[config.mk]
export PLATFORM = sky130hd
export DESIGN_NAME = inst_fetch_bridge
export DESIGN_NICKNAME = d
export VERILOG_FILES = /design/src/rtl/inst_fetch_bridge.sv
export SDC_FILE = /design/constraint.sdc
export NUM_CORES = 1
export LEC_CHECK = 0
export CORE_MARGIN = 2
export CORE_UTILIZATION = 58
export DETAILED_ROUTE_END_ITERATION = 12
export PLACE_DENSITY = 0.93
export SLEW_MARGIN = 0
export SYNTH_ARGS = -nofsm -noshare
export SYNTH_HDL_FRONTEND = slang
export SYNTH_SLANG_ARGS = --single-unit
[constraint.sdc]
create_clock -name clk -period 5.7 [get_ports clk]
set_input_delay 0.855 -clock clk [delete_from_list [all_inputs] [get_ports clk]]
set_output_delay 0.855 -clock clk [all_outputs]
set_load 0.02 [all_outputs]
[src/rtl/inst_fetch_bridge.sv]
// inst_fetch_bridge
// Builds 32-bit instructions from a byte-wide memory using a valid/ready byte
// handshake. The last fetched word stays in a one-entry buffer, so a repeated
// or stalled fetch of the same word hits with no added latency.
// A miss raises stall_req_o in the same cycle. It stays high until the word is
// buffered and the fetch hits.
// Optional feature: define INST_FETCH_BRIDGE_PREFETCH_EN to add a second,
// sequentially prefetched entry.
module inst_fetch_bridge #(
  parameter int ADDR_WIDTH = 32,
  parameter bit BIG_ENDIAN = 1'b0
) (
  input  logic                  clk,
  input  logic                  rst,
  input  logic                  ce_i,
  input  logic [ADDR_WIDTH-1:0] addr_i,
  output logic [31:0]           inst_o,
  output logic                  valid_o,
  output logic                  stall_req_o,
  output logic                  mem_rd_o,
  output logic [ADDR_WIDTH-1:0] mem_addr_o,
  input  logic [7:0]            mem_data_i,
  input  logic                  mem_rdy_i
);

  localparam int AW = ADDR_WIDTH;
  localparam int WW = ADDR_WIDTH - 2;

  typedef enum logic [1:0] {
    S_IDLE = 2'd0,
    S_REQ  = 2'd1,
    S_WAIT = 2'd2
  } state_e;

  // Drop a returned byte into its lane of the word being assembled.
  function automatic logic [31:0] place_byte(input logic [31:0] word,
                                             input logic [1:0]  idx,
                                             input logic [7:0]  data);
    logic [31:0] w;
    logic [1:0]  lane;
    w    = word;
    lane = BIG_ENDIAN ? (2'd3 - idx) : idx;
    case (lane)
      2'd0:    w[7:0]   = data;
      2'd1:    w[15:8]  = data;
      2'd2:    w[23:16] = data;
      default: w[31:24] = data;
    endcase
    return w;
  endfunction

  state_e          state_q, state_d;
  logic [WW-1:0]   fill_addr_q, fill_addr_d;
  logic [1:0]      byte_cnt_q, byte_cnt_d;
  logic [31:0]     asm_q, asm_d;
  logic            discard_q, discard_d;
  logic            buf_valid_q, buf_valid_d;
  logic [WW-1:0]   buf_addr_q, buf_addr_d;
  logic [31:0]     buf_data_q, buf_data_d;
  logic [AW-1:0]   mem_addr_q, mem_addr_d;

  logic            hit_main_s, hit_s, miss_s, redirect_s, abort_s;
  logic [31:0]     hit_data_s;
  logic            unused_s;

`ifdef INST_FETCH_BRIDGE_PREFETCH_EN
  logic            is_pf_q, is_pf_d;
  logic            pf_valid_q, pf_valid_d;
  logic [WW-1:0]   pf_addr_q, pf_addr_d;
  logic [31:0]     pf_data_q, pf_data_d;
  logic            hit_pf_s;
`endif

  // Byte offset bits of the fetch address never take part in matching.
  assign unused_s   = ^addr_i[1:0];

  assign hit_main_s = ce_i & buf_valid_q & (addr_i[AW-1:2] == buf_addr_q);
  assign redirect_s = ce_i & (addr_i[AW-1:2] != fill_addr_q);
  assign miss_s     = ce_i & ~hit_s;

`ifdef INST_FETCH_BRIDGE_PREFETCH_EN
  assign hit_pf_s   = ce_i & pf_valid_q & (addr_i[AW-1:2] == pf_addr_q);
  assign hit_s      = hit_main_s | hit_pf_s;
  assign hit_data_s = hit_main_s ? buf_data_q : pf_data_q;
  // A prefetch is abandoned only by a demand miss elsewhere.
  // A demand fill is abandoned by any redirect.
  assign abort_s    = is_pf_q ? (miss_s & redirect_s) : redirect_s;
`else
  assign hit_s      = hit_main_s;
  assign hit_data_s = buf_data_q;
  assign abort_s    = redirect_s;
`endif

  assign mem_rd_o   = (state_q == S_REQ);
  assign mem_addr_o = mem_addr_q;

  // Hit, miss and stall indication toward the cpu, all in the fetch cycle.
  always_comb begin
    inst_o      = 32'd0;
    valid_o     = 1'b0;
    stall_req_o = 1'b0;
    if (hit_s) begin
      inst_o  = hit_data_s;
      valid_o = 1'b1;
    end else begin
      stall_req_o = miss_s;
    end
  end

  // Fill sequencer: next state, byte assembly and buffer update.
  always_comb begin
    state_d     = state_q;
    fill_addr_d = fill_addr_q;
    byte_cnt_d  = byte_cnt_q;
    asm_d       = asm_q;
    discard_d   = discard_q;
    buf_valid_d = buf_valid_q;
    buf_addr_d  = buf_addr_q;
    buf_data_d  = buf_data_q;
    mem_addr_d  = mem_addr_q;
`ifdef INST_FETCH_BRIDGE_PREFETCH_EN
    is_pf_d     = is_pf_q;
    pf_valid_d  = pf_valid_q;
    pf_addr_d   = pf_addr_q;
    pf_data_d   = pf_data_q;
    if (hit_pf_s & ~hit_main_s) begin
      buf_valid_d = 1'b1;
      buf_addr_d  = pf_addr_q;
      buf_data_d  = pf_data_q;
      pf_valid_d  = 1'b0;
    end else begin
      pf_valid_d  = pf_valid_q;
    end
`endif
    case (state_q)
      S_IDLE: begin
        if (miss_s) begin
          fill_addr_d = addr_i[AW-1:2];
          byte_cnt_d  = 2'd0;
          asm_d       = 32'd0;
          discard_d   = 1'b0;
          mem_addr_d  = {addr_i[AW-1:2], 2'b00};
          state_d     = S_REQ;
`ifdef INST_FETCH_BRIDGE_PREFETCH_EN
          is_pf_d     = 1'b0;
`endif
        end
`ifdef INST_FETCH_BRIDGE_PREFETCH_EN
        else if (buf_valid_q & ~pf_valid_q & ~hit_pf_s) begin
          fill_addr_d = buf_addr_q + {{(WW-1){1'b0}}, 1'b1};
          byte_cnt_d  = 2'd0;
          asm_d       = 32'd0;
          discard_d   = 1'b0;
          mem_addr_d  = {buf_addr_q + {{(WW-1){1'b0}}, 1'b1}, 2'b00};
          state_d     = S_REQ;
          is_pf_d     = 1'b1;
        end
`endif
        else begin
          state_d = S_IDLE;
        end
      end
      S_REQ: begin
        // The strobe goes out regardless; a redirect only marks the fill dead.
        discard_d = discard_q | abort_s;
        state_d   = S_WAIT;
      end
      S_WAIT: begin
        discard_d = discard_q | abort_s;
        if (mem_rdy_i) begin
          asm_d = place_byte(asm_q, byte_cnt_q, mem_data_i);
          if (discard_q | abort_s) begin
            discard_d = 1'b0;
            state_d   = S_IDLE;
          end else if (byte_cnt_q == 2'd3) begin
            state_d = S_IDLE;
`ifdef INST_FETCH_BRIDGE_PREFETCH_EN
            if (is_pf_q) begin
              pf_valid_d = 1'b1;
              pf_addr_d  = fill_addr_q;
              pf_data_d  = asm_d;
            end else begin
              buf_valid_d = 1'b1;
              buf_addr_d  = fill_addr_q;
              buf_data_d  = asm_d;
            end
`else
            buf_valid_d = 1'b1;
            buf_addr_d  = fill_addr_q;
            buf_data_d  = asm_d;
`endif
          end else begin
            byte_cnt_d = byte_cnt_q + 2'd1;
            mem_addr_d = {fill_addr_q, byte_cnt_d};
            state_d    = S_REQ;
          end
        end else begin
          state_d = S_WAIT;
        end
      end
      default: begin
        state_d = S_IDLE;
      end
    endcase
  end

  // State and buffer registers with synchronous active-low reset.
  always_ff @(posedge clk) begin
    if (!rst) begin
      state_q     <= S_IDLE;
      fill_addr_q <= '0;
      byte_cnt_q  <= 2'd0;
      asm_q       <= 32'd0;
      discard_q   <= 1'b0;
      buf_valid_q <= 1'b0;
      buf_addr_q  <= '0;
      buf_data_q  <= 32'd0;
      mem_addr_q  <= '0;
`ifdef INST_FETCH_BRIDGE_PREFETCH_EN
      is_pf_q     <= 1'b0;
      pf_valid_q  <= 1'b0;
      pf_addr_q   <= '0;
      pf_data_q   <= 32'd0;
`endif
    end else begin
      state_q     <= state_d;
      fill_addr_q <= fill_addr_d;
      byte_cnt_q  <= byte_cnt_d;
      asm_q       <= asm_d;
      discard_q   <= discard_d;
      buf_valid_q <= buf_valid_d;
      buf_addr_q  <= buf_addr_d;
      buf_data_q  <= buf_data_d;
      mem_addr_q  <= mem_addr_d;
`ifdef INST_FETCH_BRIDGE_PREFETCH_EN
      is_pf_q     <= is_pf_d;
      pf_valid_q  <= pf_valid_d;
      pf_addr_q   <= pf_addr_d;
      pf_data_q   <= pf_data_d;
`endif
    end
  end

endmodule
==> results.json, run 1 <==
{
  "wl_um": 18900,
  "fill_cells": 839,
  "peakVddDrop_uv": 178,
  "grt_max_degree": 144,
  "syn_nets": 755,
  "hold_violations": 0,
  "grt_pass1_vias": 5737,
  "cpMaxStageDelayCell": "clkdlybuf4s50_1",
  "max_clock_freq_mhz": 222,
  "tns_ns": 0,
  "power_leakage_nw": 3.89,
  "switching_share_pct": 25.9,
  "tightestPinTransition_ns": 1.23,
  "crit_arrival_ns": 3.65,
  "area_delta_synth_final_pct": 22.6,
  "grt_use_total_pct": 28.3,
  "die_w_um": 117,
  "cp-end-kind": "output pin",
  "cts-root-buf": "clkbuf_16",
  "cp_common_cell": "clkdlybuf4s50_1",
  "overflow": 0,
  "dr.first_iter.drc_count": 428,
  "drive_above_1_share_pct": 6.53,
  "hold_buffers": 0,
  "p_switching_mw": 0.700,
  "dr.pass1.iters": 5,
  "critical_path_required_ns": 4.85,
  "grt_first_pass_wirelength_um": 29900,
  "nNetsFinal": 835,
  "cts_setup_buffers": 0,
  "path_cells": "clkdlybuf4s50_1 > xor2_1 > nor4_1 > nand4_1 > nor2_1 > buf_4 > and2_1 > clkdlybuf4s50_1",
  "setup_ws_ns": 1.19,
  "ys_warn_count": 0,
  "drv_slew": 0,
  "min_from": "buf_valid_q",
  "antenna_found_initial": 0,
  "ios": 111,
  "htreeDepth": 4,
  "synth_top_cell_by_area": "dfxtp_1",
  "status": "completed",
  "syn_inst": 703,
  "startpoint": "addr_i[30]",
  "relSlewSlack_pct": 18.3,
  "dr_total_vias": 5753,
  "clk_path_buf_depth": 2,
  "slowest_delay_ns": 0.61,
  "skew_ns": 0.00719,
  "synth_area_leaders": "dfxtp_1 41%, mux2i_1 17%, o211a_1 7.4%",
  "rows": 41,
  "start_util_pct": 58.7,
  "yosysSeqAreaShare_pct": 41.4,
  "syn_area_um2": 7350,
  "wl_per_cell_um": 19.6,
  "cts_resized": 0,
  "path_clk_slew_ns": 0.06,
  "startpoint_type": "input pin",
  "coreArea_um2": 12500,
  "clock_sinks": 152,
  "power_frac_clock_pct": 43.2,
  "post-place-ws_ns": 1.28,
  "internal_power_mw": 2.01,
  "die-area_um2": 13600,
  "n_antenna_cell": 0,
  "ys_seq_elements": 152,
  "async_reset_ff_share_pct": 0,
  "gp_congestion": 0.815,
  "avgViaCountPerCell": 5.94,
  "min_period_ns": 4.51,
  "worstPathMaxFanout": 33,
  "synth_edf_count": 0,
  "cts_tree": "built",
  "maxCapViolCount": 0,
  "insertion_delay_ns": 0.43,
  "antenna_left": 0,
  "hold_class": "reg2reg",
  "fp.dieH_um": 117,
  "io_buffers": 108,
  "rsz0062_at_grt": "false",
  "fin_crit_sh_pct": 79.1,
  "powerDensity_nw_per_um2": 301,
  "combPwrFrac_pct": 14.4,
  "netlist.area_leader.share_pct": 41.4,
  "numCtsBuffers": 17,
  "ys.flop_type": "dfxtp_1",
  "syn_avg_cell_area_um2": 10.4,
  "regToRegStartpoint": "fill_addr_q[6]",
  "dp_hpwl_um": 11700,
  "sequentialPowerShare_pct": 42.4,
  "synth_cell_types": 37,
  "drc_errors": 0,
  "crit_type": "in2out",
  "final-setup-viol-count": 0
}
==> worst paths after layout <==
kind / end / slack (ns) / cells past startpoint
min reg2reg: buf_valid_q / 0.47 / 1
max reg2reg: mem_addr_o[13] / 2.39 / 9
min: buf_valid_q / 0.47 / 1
max: inst_o[16] / 1.19 / 8
==> registers in the layout (all words and copies together), names as in the netlist <==
name and cells:
buf_valid_q 1, buf_data_q 32, state_q 2, fill_addr_q 30
buf_addr_q 30, asm_q 24, discard_q 1, byte_cnt_q 1
mem_addr_o 31
==> worst max-delay path: cells and delay by family <==
kind | cells | cell delay, ns
xor+xnor | 1 | 0.22
buf+inv | 3 | 1.43
simple gates | 4 | 1.14
==> power by group through the flow <==
stage	clock network, mW	registers (mW)	logic [mW]
2_1_floorplan	0	1.20	0.187
3_3_place_gp	0	1.16	0.366
3_5_place_dp	0	1.17	0.377
4_1_cts	1.17	1.15	0.384
5_1_grt	1.21	1.15	0.410
6_report	1.17	1.15	0.389
==> cells by family after synthesis <==
logic type               after synthesis  synth area share [%]
AND/OR/NAND/NOR                      201                  15.8
buffers and inverters                 63                  4.82
multiplexers                         124                  16.9
AO/OA/AOI/OAI                         95                  12.6
adder cells (fa/ha/maj)                8                  1.36
flip-flops                           152                  41.4
XOR/XNOR                              60                  7.15
==> Yosys cell counts, types with 5 or more instances <==
cell	count
nand3_1	33
nand4_1	6
o211a_1	54
inv_1	6
buf_2	8
clkbuf_1	38
mux2i_1	124
nand2_1	26
dfxtp_1	152
nor2b_1	69
ha_1	8
xnor2_1	10
a32o_1	23
and2_1	42
xor2_1	50
nand2_2	5
nor4_1	12
==> cells in the final DEF, fill, tap and decap left out, types with 2 or more instances in the layout <==
cell type | netlist | routed
a21boi_0 | 4 | 4
a32o_1 | 23 | 23
and2_1 | 42 | 42
buf_4 | 0 | 11
bufinv_16 | 0 | 3
clkbuf_16 | 0 | 17
clkbuf_8 | 0 | 3
clkdlybuf4s50_1 | 0 | 107
clkinv_2 | 0 | 5
clkinvlp_4 | 0 | 2
dfxtp_1 | 152 | 152
ha_1 | 8 | 7
inv_1 | 6 | 6
mux2i_1 | 124 | 124
nand2_1 | 26 | 26
nand2_2 | 5 | 5
nand3_1 | 33 | 33
nand4_1 | 6 | 6
nor2_1 | 4 | 4
nor2b_1 | 69 | 69
nor4_1 | 12 | 12
o211a_1 | 54 | 54
o211ai_1 | 2 | 2
o31a_1 | 4 | 4
xnor2_1 | 10 | 10
xor2_1 | 50 | 50
==> per-stage QoR <==
stage	util, %	std cells	total power, mW	area, um2	hold WS (ns)
after floorplan	-	703	1.39	7350	0.440
after global placement	67.0	936	1.53	8390	0.448
after detailed placement	67.0	936	1.55	8390	0.453
after CTS	71.9	968	2.70	9000	0.467
after global routing	71.9	968	2.78	9000	0.473
final	71.9	968	2.71	9000	0.469
==> per-layer routing <==
| metal | part of all wire (%) | vias up | wire length, um | global-route usage (%) |
|---|---|---|---|---|
| met5 | 0 | - | 0 | 0 |
| met4 | 3.4 | 0 | 644 | 13.3 |
| met2 | 47 | 238 | 8870 | 45.3 |
| met1 | 43 | 2799 | 8100 | 35.7 |
| met3 | 7.0 | 57 | 1330 | 7.42 |
| li1 | - | 2659 | - | - |
==> area by class of cell <==
cell class              count  area [um2]  share of cell area (%)
clock buffers              20         467                    5.18
clock inverters            12         148                    1.64
inverters                   6        22.5                   0.250
multi-input cells         488        3960                    43.9
flip-flops and latches    152        3040                    33.8
well taps                 172         215                    2.39
repair buffers            118        1150                    12.8
Power figures use the tool's default switching activity.
==> run 2: changes to the inputs <==
--- a/config.mk
+++ b/config.mk
@@ -6,9 +6,9 @@
 export NUM_CORES = 1
 export LEC_CHECK = 0
 export CORE_MARGIN = 2
-export CORE_UTILIZATION = 58
+export CORE_UTILIZATION = 49
 export DETAILED_ROUTE_END_ITERATION = 12
-export PLACE_DENSITY = 0.93
+export PLACE_DENSITY = 0.84
 export SLEW_MARGIN = 0
 export SYNTH_ARGS = -nofsm -noshare
 export SYNTH_HDL_FRONTEND = slang
==> constraint.sdc (replaced) <==
create_clock -name clk -period 4.1 [get_ports clk]
set_input_delay 0.615 -clock clk [delete_from_list [all_inputs] [get_ports clk]]
set_output_delay 0.615 -clock clk [all_outputs]
set_load 0.02 [all_outputs]
==> results.json, run 2 (synthesized netlist as in run 1, its figures left out) <==
{
  "rows": 44,
  "rsz0062_at_grt": "false",
  "wl_per_cell_um": 18.0,
  "die-area_um2": 16000,
  "nNetsFinal": 838,
  "cts-root-buf": "clkbuf_16",
  "grt_use_total_pct": 22.2,
  "avgViaCountPerCell": 5.66,
  "grt_max_degree": 85,
  "cts_resized": 0,
  "tns_ns": 0,
  "skew_ns": 0.00771,
  "cts_tree": "built",
  "startpoint_type": "input pin",
  "numCtsBuffers": 17,
  "drc_errors": 0,
  "dr_total_vias": 5568,
  "die_w_um": 126,
  "powerDensity_nw_per_um2": 417,
  "final_core_util_pct": 62.3,
  "crit_type": "in2out",
  "max_clock_freq_mhz": 259,
  "power_leakage_nw": 3.89,
  "worstPathMaxFanout": 33,
  "drv_slew": 0,
  "start_util_pct": 50.4,
  "final-setup-viol-count": 0,
  "insertion_delay_ns": 0.42,
  "clock_sinks": 152,
  "antenna_found_initial": 0,
  "peakVddDrop_uv": 301,
  "dp_hpwl_um": 12100,
  "fp.dieH_um": 126,
  "dr.first_iter.drc_count": 464,
  "clk_path_buf_depth": 2,
  "relSlewSlack_pct": 44.9,
  "cts_setup_buffers": 0,
  "overflow": 0,
  "status": "completed",
  "final_common_cell": "dfxtp_1",
  "wl_um": 17600,
  "grt_pass1_vias": 5433,
  "n_antenna_cell": 0,
  "area_delta_synth_final_pct": 23.7,
  "gp_congestion": 0.842,
  "io_buffers": 108,
  "grt_first_pass_wirelength_um": 28200,
  "mostFrequentLayoutCells": "152 x dfxtp_1, 124 x mux2i_1, 107 x clkdlybuf4s50_1",
  "tightestPinTransition_ns": 0.827,
  "fill_cells": 1117,
  "antenna_left": 0,
  "dpl_cell_area_um2": 8460,
  "maxCapViolCount": 0,
  "cp-end-kind": "output pin",
  "largest_register": "buf_data_q",
  "drive_above_1_share_pct": 6.76,
  "crit_arrival_ns": 3.24,
  "ios": 111,
  "hold_buffers": 0,
  "coreArea_um2": 14600,
  "final_area_um2": 9090,
  "fin_crit_sh_pct": 94.1,
  "path_clk_slew_ns": 0.06,
  "largest_register_ffs": 32,
  "critical_path_required_ns": 3.48,
  "min_period_ns": 3.86,
  "htreeDepth": 4,
  "hold_class": "reg2reg",
  "hold_violations": 0,
  "dr.pass1.iters": 6
}
-- run 2: worst max-delay path: stages --
cell and delay (ns):
clkdlybuf4s50_1 0.58, xor2_1 0.16, nor4_1 0.38, nand4_1 0.21, nor2_1 0.28, buf_12 0.20, and2_1 0.16, clkdlybuf4s50_1 0.63
-- run 2: metal layers --
layer  share of wire [%]  up-vias  GRT usage, %
met1                  45     2707          29.6
met3                 5.2       27          5.15
met5                   0        -             0
met4                 1.9        0          7.30
li1                    -     2663             -
met2                  48      171          35.5
-- run 2: through the flow --
stage               hold WS (ns)  instances  power (mW)  worst slack, ns
detailed placement         0.455        951        2.16            0.209
finish                     0.467        983        3.79            0.244
global route               0.489        983        3.92            0.167
floorplan                  0.440        703        1.93             1.44
CTS                        0.471        983        3.80            0.204
global placement           0.445        951        2.14            0.336
-- run 2: area by class of cell --
type / count / area [um2] / area share (%)
multi-input combinational: 488 / 3960 / 43.6
sequential: 152 / 3040 / 33.5
timing repair buffer: 121 / 1200 / 13.2
clock buffer: 18 / 429 / 4.72
tap: 184 / 230 / 2.53
clock inverter: 14 / 196 / 2.16
inverter: 6 / 22.5 / 0.248
-- run 2: path summary, 6_finish.rpt --
| path | slack, ns | end | cells past startpoint | startpoint |
|---|---|---|---|---|
| worst min-delay path | 0.47 | asm_q[20] | 1 | asm_q[20] |
| worst max register to register | 1.10 | buf_data_q[25] | 8 | fill_addr_q[25] |
| worst max-delay path | 0.24 | inst_o[24] | 8 | addr_i[19] |
| worst min register to register | 0.47 | asm_q[20] | 1 | asm_q[20] |
-- run 2: power by group --
group / total (mW) / switching, mW / internal, mW
Sequential: 1.59 / 0.0499 / 1.54
Combinational: 0.537 / 0.289 / 0.249
Clock: 1.66 / 0.640 / 1.02
